## config.mk

```make
export PLATFORM = sky130hd
export DESIGN_NAME = i2s_frame_scheduler
export DESIGN_NICKNAME = d
export VERILOG_FILES = /design/src/rtl/i2s_sched_pkg.sv /design/src/rtl/frame_watchdog.sv /design/src/rtl/i2s_frame_scheduler.sv
export SDC_FILE = /design/constraint.sdc
export NUM_CORES = 1
export LEC_CHECK = 0
export CORE_MARGIN = 2
export CORE_UTILIZATION = 30
export DETAILED_ROUTE_END_ITERATION = 12
export HOLD_SLACK_MARGIN = 0.12
export PLACE_DENSITY = 0.53
export SLEW_MARGIN = 20
export SYNTH_ARGS = -nofsm -noshare
export SYNTH_HDL_FRONTEND = slang
export SYNTH_HIERARCHICAL = 1
export SYNTH_SLANG_ARGS = --single-unit
```

## constraint.sdc

```tcl
create_clock -name clk_i -period 2.61 [get_ports clk_i]
set_input_delay 0.783 -clock clk_i [delete_from_list [all_inputs] [get_ports clk_i]]
set_output_delay 0.783 -clock clk_i [all_outputs]
set_load 0.005 [all_outputs]
```

## src/rtl/i2s_sched_pkg.sv

```systemverilog
// Shared types, default sizing and frame-index helpers for the I2S frame scheduler.
package i2s_sched_pkg;

    localparam int unsigned CIRC_BUF_BITS_DEF  = 3;
    localparam int unsigned FRAME_BITS_DEF     = 8;
    localparam int unsigned TARGET_LAG_DEF     = 2;
    localparam int unsigned MIN_LAG_DEF        = 1;
    localparam int unsigned MAX_LAG_DEF        = 6;
    localparam int unsigned TIMEOUT_CYCLES_DEF = 1024;

    typedef enum logic [1:0] {
        ST_IDLE   = 2'd0,
        ST_PRIME  = 2'd1,
        ST_RUN    = 2'd2,
        ST_RESYNC = 2'd3
    } sched_state_e;

    function automatic int unsigned addr_width(input int unsigned circ_bits,
                                               input int unsigned frame_bits);
        return circ_bits + frame_bits;
    endfunction

    // Write-to-read distance in frames, wrapped to the circular buffer size.
    function automatic logic [31:0] frame_lag(input logic [31:0] write_idx,
                                              input logic [31:0] read_idx,
                                              input int unsigned circ_bits);
        logic [31:0] mask;
        mask = (32'd1 << circ_bits) - 32'd1;
        return (write_idx - read_idx) & mask;
    endfunction

    function automatic logic [31:0] next_frame_idx(input logic [31:0] idx,
                                                   input int unsigned circ_bits);
        logic [31:0] mask;
        mask = (32'd1 << circ_bits) - 32'd1;
        return (idx + 32'd1) & mask;
    endfunction

endpackage

```

## src/rtl/frame_watchdog.sv

```systemverilog
// Producer-stall timeout: counts cycles since the last clear, pulses expire_o once
// on reaching the terminal count and then holds there until the next clear.
module frame_watchdog
    import i2s_sched_pkg::*;
#(
    parameter int unsigned TIMEOUT_CYCLES = TIMEOUT_CYCLES_DEF
) (
    input  logic clk_i,
    input  logic rst_ni,
    input  logic clear_i,
    output logic expire_o
);

    localparam int unsigned        CNT_W        = $clog2(TIMEOUT_CYCLES);
    localparam logic [CNT_W-1:0]   TERMINAL     = CNT_W'(TIMEOUT_CYCLES - 1);
    localparam logic [CNT_W-1:0]   PRE_TERMINAL = CNT_W'(TIMEOUT_CYCLES - 2);

    logic [CNT_W-1:0] count_r;
    logic             expire_r;

    // Counter and expiry pulse; a clear in the expiry cycle suppresses the pulse.
    always_ff @(posedge clk_i or negedge rst_ni) begin
        if (!rst_ni) begin
            count_r  <= {CNT_W{1'b0}};
            expire_r <= 1'b0;
        end else if (clear_i) begin
            count_r  <= {CNT_W{1'b0}};
            expire_r <= 1'b0;
        end else if (count_r != TERMINAL) begin
            count_r  <= count_r + {{(CNT_W-1){1'b0}}, 1'b1};
            expire_r <= (count_r == PRE_TERMINAL);
        end else begin
            count_r  <= count_r;
            expire_r <= 1'b0;
        end
    end

    assign expire_o = expire_r;

endmodule

```

## src/rtl/i2s_frame_scheduler.sv

```systemverilog
// Sequences the I2S transmitter against the producer's circular frame buffer.
// Optional resync statistics counter enabled by I2S_FRAME_SCHED_STATS_EN.
module i2s_frame_scheduler
    import i2s_sched_pkg::*;
#(
    parameter int unsigned CIRC_BUF_BITS  = CIRC_BUF_BITS_DEF,
    parameter int unsigned FRAME_BITS     = FRAME_BITS_DEF,
    parameter int unsigned TARGET_LAG     = TARGET_LAG_DEF,
    parameter int unsigned MIN_LAG        = MIN_LAG_DEF,
    parameter int unsigned MAX_LAG        = MAX_LAG_DEF,
    parameter int unsigned TIMEOUT_CYCLES = TIMEOUT_CYCLES_DEF
) (
    input  logic                              clk_i,
    input  logic                              rst_ni,
    input  logic                              frame_valid_i,
    input  logic [CIRC_BUF_BITS-1:0]          frame_idx_i,
    input  logic [CIRC_BUF_BITS+FRAME_BITS-1:0] ram_read_addr_i,
    input  logic                              i2s_running_i,
    output logic                              resync_req_o,
    output logic [CIRC_BUF_BITS-1:0]          last_good_frame_idx_o,
    output logic                              lock_o,
    output logic                              underrun_o,
    output logic [7:0]                        resync_count_o
);

    localparam int unsigned               ADDR_W      = addr_width(CIRC_BUF_BITS, FRAME_BITS);
    localparam int unsigned               PCNT_W      = $clog2(TARGET_LAG + 1);
    localparam logic [PCNT_W-1:0]         PCNT_TARGET = PCNT_W'(TARGET_LAG);
    localparam logic [PCNT_W-1:0]         PCNT_ONE    = PCNT_W'(1);
    localparam logic [PCNT_W-1:0]         PCNT_ZERO   = {PCNT_W{1'b0}};
    localparam logic [CIRC_BUF_BITS-1:0]  LAG_MIN     = CIRC_BUF_BITS'(MIN_LAG);
    localparam logic [CIRC_BUF_BITS-1:0]  LAG_MAX     = CIRC_BUF_BITS'(MAX_LAG);

    sched_state_e              state_r, state_next_s;
    logic [PCNT_W-1:0]         prime_cnt_r, prime_cnt_next_s;
    logic [CIRC_BUF_BITS-1:0]  last_good_r, last_good_next_s;
    logic                      resync_req_r, resync_req_s;
    logic                      lock_r, lock_s;

    logic [CIRC_BUF_BITS-1:0]  read_frame_s;
    logic [CIRC_BUF_BITS-1:0]  lag_s;
    logic                      frame_end_s;
    logic                      in_order_s;
    logic                      lag_bad_s;
    logic                      underrun_s;
    logic                      run_fault_s;

    frame_watchdog #(
        .TIMEOUT_CYCLES (TIMEOUT_CYCLES)
    ) u_watchdog (
        .clk_i    (clk_i),
        .rst_ni   (rst_ni),
        .clear_i  (frame_valid_i),
        .expire_o (underrun_s)
    );

    assign read_frame_s = ram_read_addr_i[ADDR_W-1 -: CIRC_BUF_BITS];
    assign frame_end_s  = &ram_read_addr_i[FRAME_BITS-1:0];
    assign lag_s        = CIRC_BUF_BITS'(frame_lag(32'(last_good_r), 32'(read_frame_s), CIRC_BUF_BITS));
    assign in_order_s   = (frame_idx_i == CIRC_BUF_BITS'(next_frame_idx(32'(last_good_r), CIRC_BUF_BITS)));
    assign lag_bad_s    = frame_end_s && ((lag_s < LAG_MIN) || (lag_s > LAG_MAX));
    // Any single cause (or several at once) yields exactly one RUN->RESYNC transition.
    assign run_fault_s  = (frame_valid_i && !in_order_s) || lag_bad_s || underrun_s || !i2s_running_i;

    // State, prime counter and newest-frame register.
    always_ff @(posedge clk_i or negedge rst_ni) begin
        if (!rst_ni) begin
            state_r     <= ST_IDLE;
            prime_cnt_r <= PCNT_ZERO;
            last_good_r <= {CIRC_BUF_BITS{1'b0}};
        end else begin
            state_r     <= state_next_s;
            prime_cnt_r <= prime_cnt_next_s;
            last_good_r <= last_good_next_s;
        end
    end

    // Next-state and prime/index bookkeeping.
    always_comb begin
        state_next_s     = state_r;
        prime_cnt_next_s = prime_cnt_r;
        last_good_next_s = last_good_r;
        case (state_r)
            ST_IDLE: begin
                if (frame_valid_i) begin
                    state_next_s     = ST_PRIME;
                    prime_cnt_next_s = PCNT_ONE;
                    last_good_next_s = frame_idx_i;
                end else begin
                    state_next_s     = ST_IDLE;
                end
            end
            ST_PRIME: begin
                if (frame_valid_i) begin
                    last_good_next_s = frame_idx_i;
                    if (in_order_s) begin
                        prime_cnt_next_s = (prime_cnt_r == PCNT_TARGET) ? PCNT_TARGET
                                                                        : prime_cnt_r + PCNT_ONE;
                    end else begin
                        prime_cnt_next_s = PCNT_ONE;
                    end
                end else begin
                    prime_cnt_next_s = prime_cnt_r;
                end
                // Release only on a read frame boundary with a full in-order streak.
                if (frame_valid_i && !in_order_s) begin
                    state_next_s = ST_PRIME;
                end else if ((prime_cnt_r == PCNT_TARGET) && frame_end_s && i2s_running_i) begin
                    state_next_s = ST_RUN;
                end else begin
                    state_next_s = ST_PRIME;
                end
            end
            ST_RUN: begin
                if (frame_valid_i) begin
                    last_good_next_s = frame_idx_i;
                end else begin
                    last_good_next_s = last_good_r;
                end
                if (run_fault_s) begin
                    state_next_s     = ST_RESYNC;
                    prime_cnt_next_s = PCNT_ZERO;
                end else begin
                    state_next_s     = ST_RUN;
                end
            end
            ST_RESYNC: begin
                if (frame_valid_i) begin
                    state_next_s     = ST_PRIME;
                    prime_cnt_next_s = PCNT_ONE;
                    last_good_next_s = frame_idx_i;
                end else begin
                    state_next_s     = ST_RESYNC;
                    prime_cnt_next_s = PCNT_ZERO;
                end
            end
            default: begin
                state_next_s     = ST_IDLE;
                prime_cnt_next_s = PCNT_ZERO;
                last_good_next_s = {CIRC_BUF_BITS{1'b0}};
            end
        endcase
    end

    // Transmitter control values for the upcoming state.
    always_comb begin
        resync_req_s = 1'b1;
        lock_s       = 1'b0;
        if (state_next_s == ST_RUN) begin
            resync_req_s = 1'b0;
            lock_s       = 1'b1;
        end else begin
            resync_req_s = 1'b1;
            lock_s       = 1'b0;
        end
    end

    // Registered transmitter control outputs.
    always_ff @(posedge clk_i or negedge rst_ni) begin
        if (!rst_ni) begin
            resync_req_r <= 1'b1;
            lock_r       <= 1'b0;
        end else begin
            resync_req_r <= resync_req_s;
            lock_r       <= lock_s;
        end
    end

    assign resync_req_o          = resync_req_r;
    assign lock_o                = lock_r;
    assign last_good_frame_idx_o = last_good_r;
    assign underrun_o            = underrun_s;

`ifdef I2S_FRAME_SCHED_STATS_EN
    logic [7:0] resync_count_r;
    logic       resync_entry_s;

    assign resync_entry_s = (state_r == ST_RUN) && (state_next_s == ST_RESYNC);

    // Saturating count of RUN->RESYNC entries.
    always_ff @(posedge clk_i or negedge rst_ni) begin
        if (!rst_ni) begin
            resync_count_r <= 8'd0;
        end else if (resync_entry_s && (resync_count_r != 8'hFF)) begin
            resync_count_r <= resync_count_r + 8'd1;
        end else begin
            resync_count_r <= resync_count_r;
        end
    end

    assign resync_count_o = resync_count_r;
`else
    assign resync_count_o = 8'd0;
`endif

endmodule

```

==> impl_metrics.prom <==
# TYPE chip_impl_metric gauge
chip_impl_metric{name="post-route-min-period",unit="ns"} 2.56
chip_impl_metric{name="drv_cap",unit=""} 0
chip_impl_metric{name="max_stage_delay",unit="ns"} 0.47
chip_impl_metric{name="met1_resource_use_gr",unit="%"} 14.6
chip_impl_metric{name="peak_supply_drop",unit="mV"} 0.148
chip_impl_metric{name="design_power_total",unit="mW"} 0.700
chip_impl_metric{name="upper_clock_frequency_limit",unit="MHz"} 391
chip_impl_info{name="crit_type",value="input pin to register"} 1
chip_impl_metric{name="placement.cell_area",unit="um2"} 1530
chip_impl_metric{name="initial_cell_density_of_the_core",unit="%"} 31.8
chip_impl_metric{name="antenna_found_initial",unit=""} 0
chip_impl_metric{name="grt_max_degree",unit=""} 21
chip_impl_metric{name="power_per_cell_area",unit="nW/um2"} 441
chip_impl_info{name="status",value="completed"} 1
chip_impl_info{name="holdCritPathClass",value="register to register"} 1
chip_impl_metric{name="die_width",unit="um"} 69.6
chip_impl_metric{name="synth_edf_count",unit=""} 0
chip_impl_metric{name="synthToLayoutAreaGrowth",unit="%"} 22.8
chip_impl_metric{name="totalNegativeSetupSlack",unit="ns"} 0
chip_impl_metric{name="synth_area_per_cell",unit="um2"} 10.0
chip_impl_metric{name="clock_path_buffers",unit=""} 2
chip_impl_metric{name="dp_slack",unit="ns"} -0.384
chip_impl_info{name="capturing_element_type_of_the_critical_path",value="register"} 1
chip_impl_info{name="critical_path.startpoint_type",value="input pin"} 1
chip_impl_metric{name="dpl.hpwl",unit="um"} 2080
chip_impl_metric{name="finalWeightedCongestion",unit=""} 0.799
chip_impl_metric{name="clock_latency_reported_for_the_late_side_of_the_worst_skew_pair",unit="ns"} 0.25
chip_impl_metric{name="register_bit_count_reported_by_yosys",unit=""} 20
chip_impl_metric{name="synth_cells",unit=""} 129
chip_impl_metric{name="final_hold_viol_count",unit=""} 0
chip_impl_metric{name="h-tree-depth",unit=""} 1
chip_impl_info{name="library_cell_contributing_the_largest_single_delay_on_the_critical_path",value="sky130_fd_sc_hd__clkdlybuf4s50_1"} 1
chip_impl_metric{name="detailedRoute.firstIterationViolations",unit=""} 36
chip_impl_metric{name="groute.usage.overall",unit="%"} 11.8
chip_impl_info{name="worst_path_dominant_cell_family",value="buffers and inverters"} 1
chip_impl_metric{name="finalMaxSlewViolations",unit=""} 0
chip_impl_metric{name="timing.critical_path.required",unit="ns"} 2.79
chip_impl_metric{name="finalWirelength",unit="um"} 2760
chip_impl_metric{name="die_y",unit="um"} 69.6
chip_impl_metric{name="ctsHoldBuffers",unit=""} 0
chip_impl_metric{name="ios",unit=""} 32
chip_impl_metric{name="clkSinkCount",unit=""} 20
chip_impl_metric{name="num-nets-final",unit=""} 178
chip_impl_metric{name="drc",unit=""} 0
chip_impl_info{name="synth_top_cell_by_area",value="sky130_fd_sc_hd__dfrtp_1"} 1
chip_impl_metric{name="setup_viol",unit=""} 0
chip_impl_metric{name="synth_warnings",unit=""} 6
chip_impl_info{name="largest_cells_by_area_after_synthesis",value="sky130_fd_sc_hd__dfrtp_1 (37%), sky130_fd_sc_hd__ha_1 (5.8%), sky130_fd_sc_hd__buf_4 (4.7%)"} 1
chip_impl_metric{name="io_buffers",unit=""} 23
chip_impl_metric{name="core_region_area",unit="um2"} 4060
chip_impl_metric{name="synth_cell_types",unit=""} 53
chip_impl_metric{name="post_synth_instance_area",unit="um2"} 1290
chip_impl_metric{name="routed_via_density",unit=""} 5.15
chip_impl_metric{name="finalClockSkew",unit="ns"} 0.00137
chip_impl_metric{name="p_leak",unit="nW"} 0.699
chip_impl_metric{name="numCtsBuffers",unit=""} 3
chip_impl_metric{name="num_vias",unit=""} 1040
chip_impl_metric{name="final.period_utilization",unit="%"} 97.9
chip_impl_metric{name="core.rowCount",unit=""} 23
chip_impl_metric{name="antenna-diode-count",unit=""} 0
chip_impl_info{name="grt_setup_unrepaired",value="false"} 1
chip_impl_metric{name="route.antenna.remaining_nets",unit=""} 0
chip_impl_metric{name="area_fraction_of_the_dominant_cell_type_after_synthesis",unit="%"} 36.8
chip_impl_info{name="synth_flop_cell",value="sky130_fd_sc_hd__dfrtp_1"} 1
chip_impl_info{name="tritoncts_clock_tree",value="done"} 1
chip_impl_info{name="gr-max-usage-layer",value="met2"} 1
chip_impl_metric{name="grt-ovfl-total",unit=""} 0
chip_impl_metric{name="route.detailed.wl_per_inst",unit="um"} 13.7
chip_impl_info{name="worstPathCellList",value="clkdlybuf4s50_1 -> inv_1 -> fa_2 -> xnor3_1 -> or3b_1 -> a21oi_2 -> o41a_1 -> mux2i_1"} 1
chip_impl_metric{name="final_critical_path_setup_slack",unit="ns"} 0.0541
chip_impl_info{name="cts.root.buffer_cell",value="sky130_fd_sc_hd__clkbuf_8"} 1
chip_impl_metric{name="die_footprint",unit="um2"} 4840
chip_impl_metric{name="via_count_of_the_first_global_routing_pass",unit=""} 1052
chip_impl_metric{name="detail_route.first_pass.iterations",unit=""} 4
chip_impl_metric{name="postLayoutCellArea",unit="um2"} 1590
chip_impl_metric{name="critPathBufInv",unit=""} 2
chip_impl_metric{name="grt_use_met3",unit="%"} 2.76
chip_impl_metric{name="worst_hold_slack",unit="ns"} 0.537
chip_impl_metric{name="layout-drive-gt1-share",unit="%"} 11.8
chip_impl_metric{name="clkTransAtPathRegs",unit="ns"} 0.07
chip_impl_metric{name="synth_sequential_area_ratio",unit="%"} 38.9
chip_impl_metric{name="met2_routing_resource_usage_after_global_routing",unit="%"} 19.8
chip_impl_metric{name="ffs_w_async_s_r_synth",unit="%"} 100
chip_impl_metric{name="grt_pass1_wl",unit="um"} 4720
chip_impl_metric{name="cp_data_arrival_time",unit="ns"} 2.74
chip_impl_metric{name="worst-path-max-fanout",unit=""} 2
area by class of cell:
| type | count | area (um2) |
|---|---|---|
| Clock buffer | 4 | 55.1 |
| Timing Repair Buffer | 26 | 251 |
| Tap cell | 50 | 62.6 |
| Inverter | 9 | 33.8 |
| Multi-Input combinational cell | 93 | 681 |
| Fill cell | 403 | 2470 |
| Sequential cell | 20 | 502 |
metal layers:
metal	wire length (um)	vias to the layer above
met5	0	-
met4	38	0
met3	166	6
met2	1300	37
met1	1250	500
li1	-	497
metrics by stage:
step | std cells | util, %
final | 202 | 39.1
after global routing | 202 | 39.1
after CTS | 202 | 39.1
after detailed placement | 198 | 37.6
after global placement | 198 | 37.6
after floorplan | 136 | -
report_power, final:
group	internal, mW	leakage, nW	total (mW)	switching (mW)
Clock	0.134	0.0288	0.234	0.0996
Sequential	0.322	0.259	0.334	0.0119
Combinational	0.0742	0.412	0.132	0.0581
worst paths after layout:
path                                          start                     to  slack [ns]  cells past startpoint
setup / recovery                 ram_read_addr_i[9]         prime_cnt_r[1]        0.05                      8
hold / removal                u_watchdog/count_r[5]  u_watchdog/count_r[5]        0.54                      1
setup reg to reg           last_good_frame_idx_o[0]         prime_cnt_r[1]        0.33                      9
hold reg to reg               u_watchdog/count_r[5]  u_watchdog/count_r[5]        0.54                      1
max in group asynchronous                    rst_ni           resync_req_o        1.47                      2
min in group asynchronous                    rst_ni                 lock_o        0.87                      2
cell usage in the layout (no fill, tap or decap), types with 2 or more instances in the layout:
cell / netlist / layout
sky130_fd_sc_hd__dfrtp_1: 19 / 19
sky130_fd_sc_hd__nor2b_1: 2 / 2
sky130_fd_sc_hd__a21oi_1: 5 / 5
sky130_fd_sc_hd__conb_1: 1 / 8
sky130_fd_sc_hd__nand3_1: 3 / 3
sky130_fd_sc_hd__mux2_2: 2 / 2
sky130_fd_sc_hd__clkbuf_8: 0 / 4
sky130_fd_sc_hd__and2_1: 2 / 2
sky130_fd_sc_hd__nand2_1: 7 / 7
sky130_fd_sc_hd__nand4_1: 4 / 4
sky130_fd_sc_hd__clkdlybuf4s50_1: 0 / 22
sky130_fd_sc_hd__ha_1: 6 / 5
sky130_fd_sc_hd__nor2_1: 3 / 3
sky130_fd_sc_hd__o21ai_0: 3 / 3
sky130_fd_sc_hd__inv_1: 9 / 8
sky130_fd_sc_hd__buf_4: 8 / 3
sky130_fd_sc_hd__nor3_1: 7 / 7
sky130_fd_sc_hd__a311oi_1: 2 / 2
sky130_fd_sc_hd__a211oi_1: 2 / 2
sky130_fd_sc_hd__nor4_1: 2 / 2
sky130_fd_sc_hd__and3_1: 3 / 3
sky130_fd_sc_hd__a31oi_1: 4 / 4
registers in the layout, indices dropped and copies added, names as in the netlist:
name                   count
prime_cnt_r                2
u_watchdog/expire_o        1
lock_o                     1
u_watchdog/count_r        10
state_r                    2
resync_req_o               1
last_good_frame_idx_o      3
repair_timing:
action / 4_1_cts / 5_1_grt
pin swaps: 5 / 3
resized for setup: 4 / 0
endpoints found under the setup margin: 2 / 1
setup buffers: 0 / 0
cell families after synthesis:
| group | share of synthesized area, % |
|---|---|
| flops | 38.9 |
| compound gates | 15.3 |
| fa+ha+maj | 7.36 |
| simple gates | 19.0 |
| mux | 3.39 |
| xor+xnor | 4.94 |
| other cells | 0.290 |
| buf+inv | 10.9 |
worst register-to-register path, delay by kind of cell, from the launching register on:
family          cells  cell delay [ns]
compound gates      2             0.36
xor+xnor            1             0.20
fa+ha+maj           2             0.54
buf+inv             2             0.14
flops               1             0.42
mux                 1             0.18
simple gates        1             0.37
synth_stat cells (all sizes together) (2+ instances only):
| master | instances |
|---|---|
| a211oi | 2 |
| a21oi | 6 |
| a311oi | 2 |
| a31oi | 4 |
| and2 | 3 |
| and3 | 3 |
| and4 | 2 |
| buf | 10 |
| clkbuf | 3 |
| dfrtp | 19 |
| ha | 6 |
| inv | 9 |
| mux2 | 3 |
| nand2 | 7 |
| nand3 | 3 |
| nand4 | 4 |
| nor2 | 3 |
| nor2b | 2 |
| nor3 | 7 |
| nor4 | 2 |
| o21ai | 4 |
No activity file was read; power rests on OpenSTA's default activity.
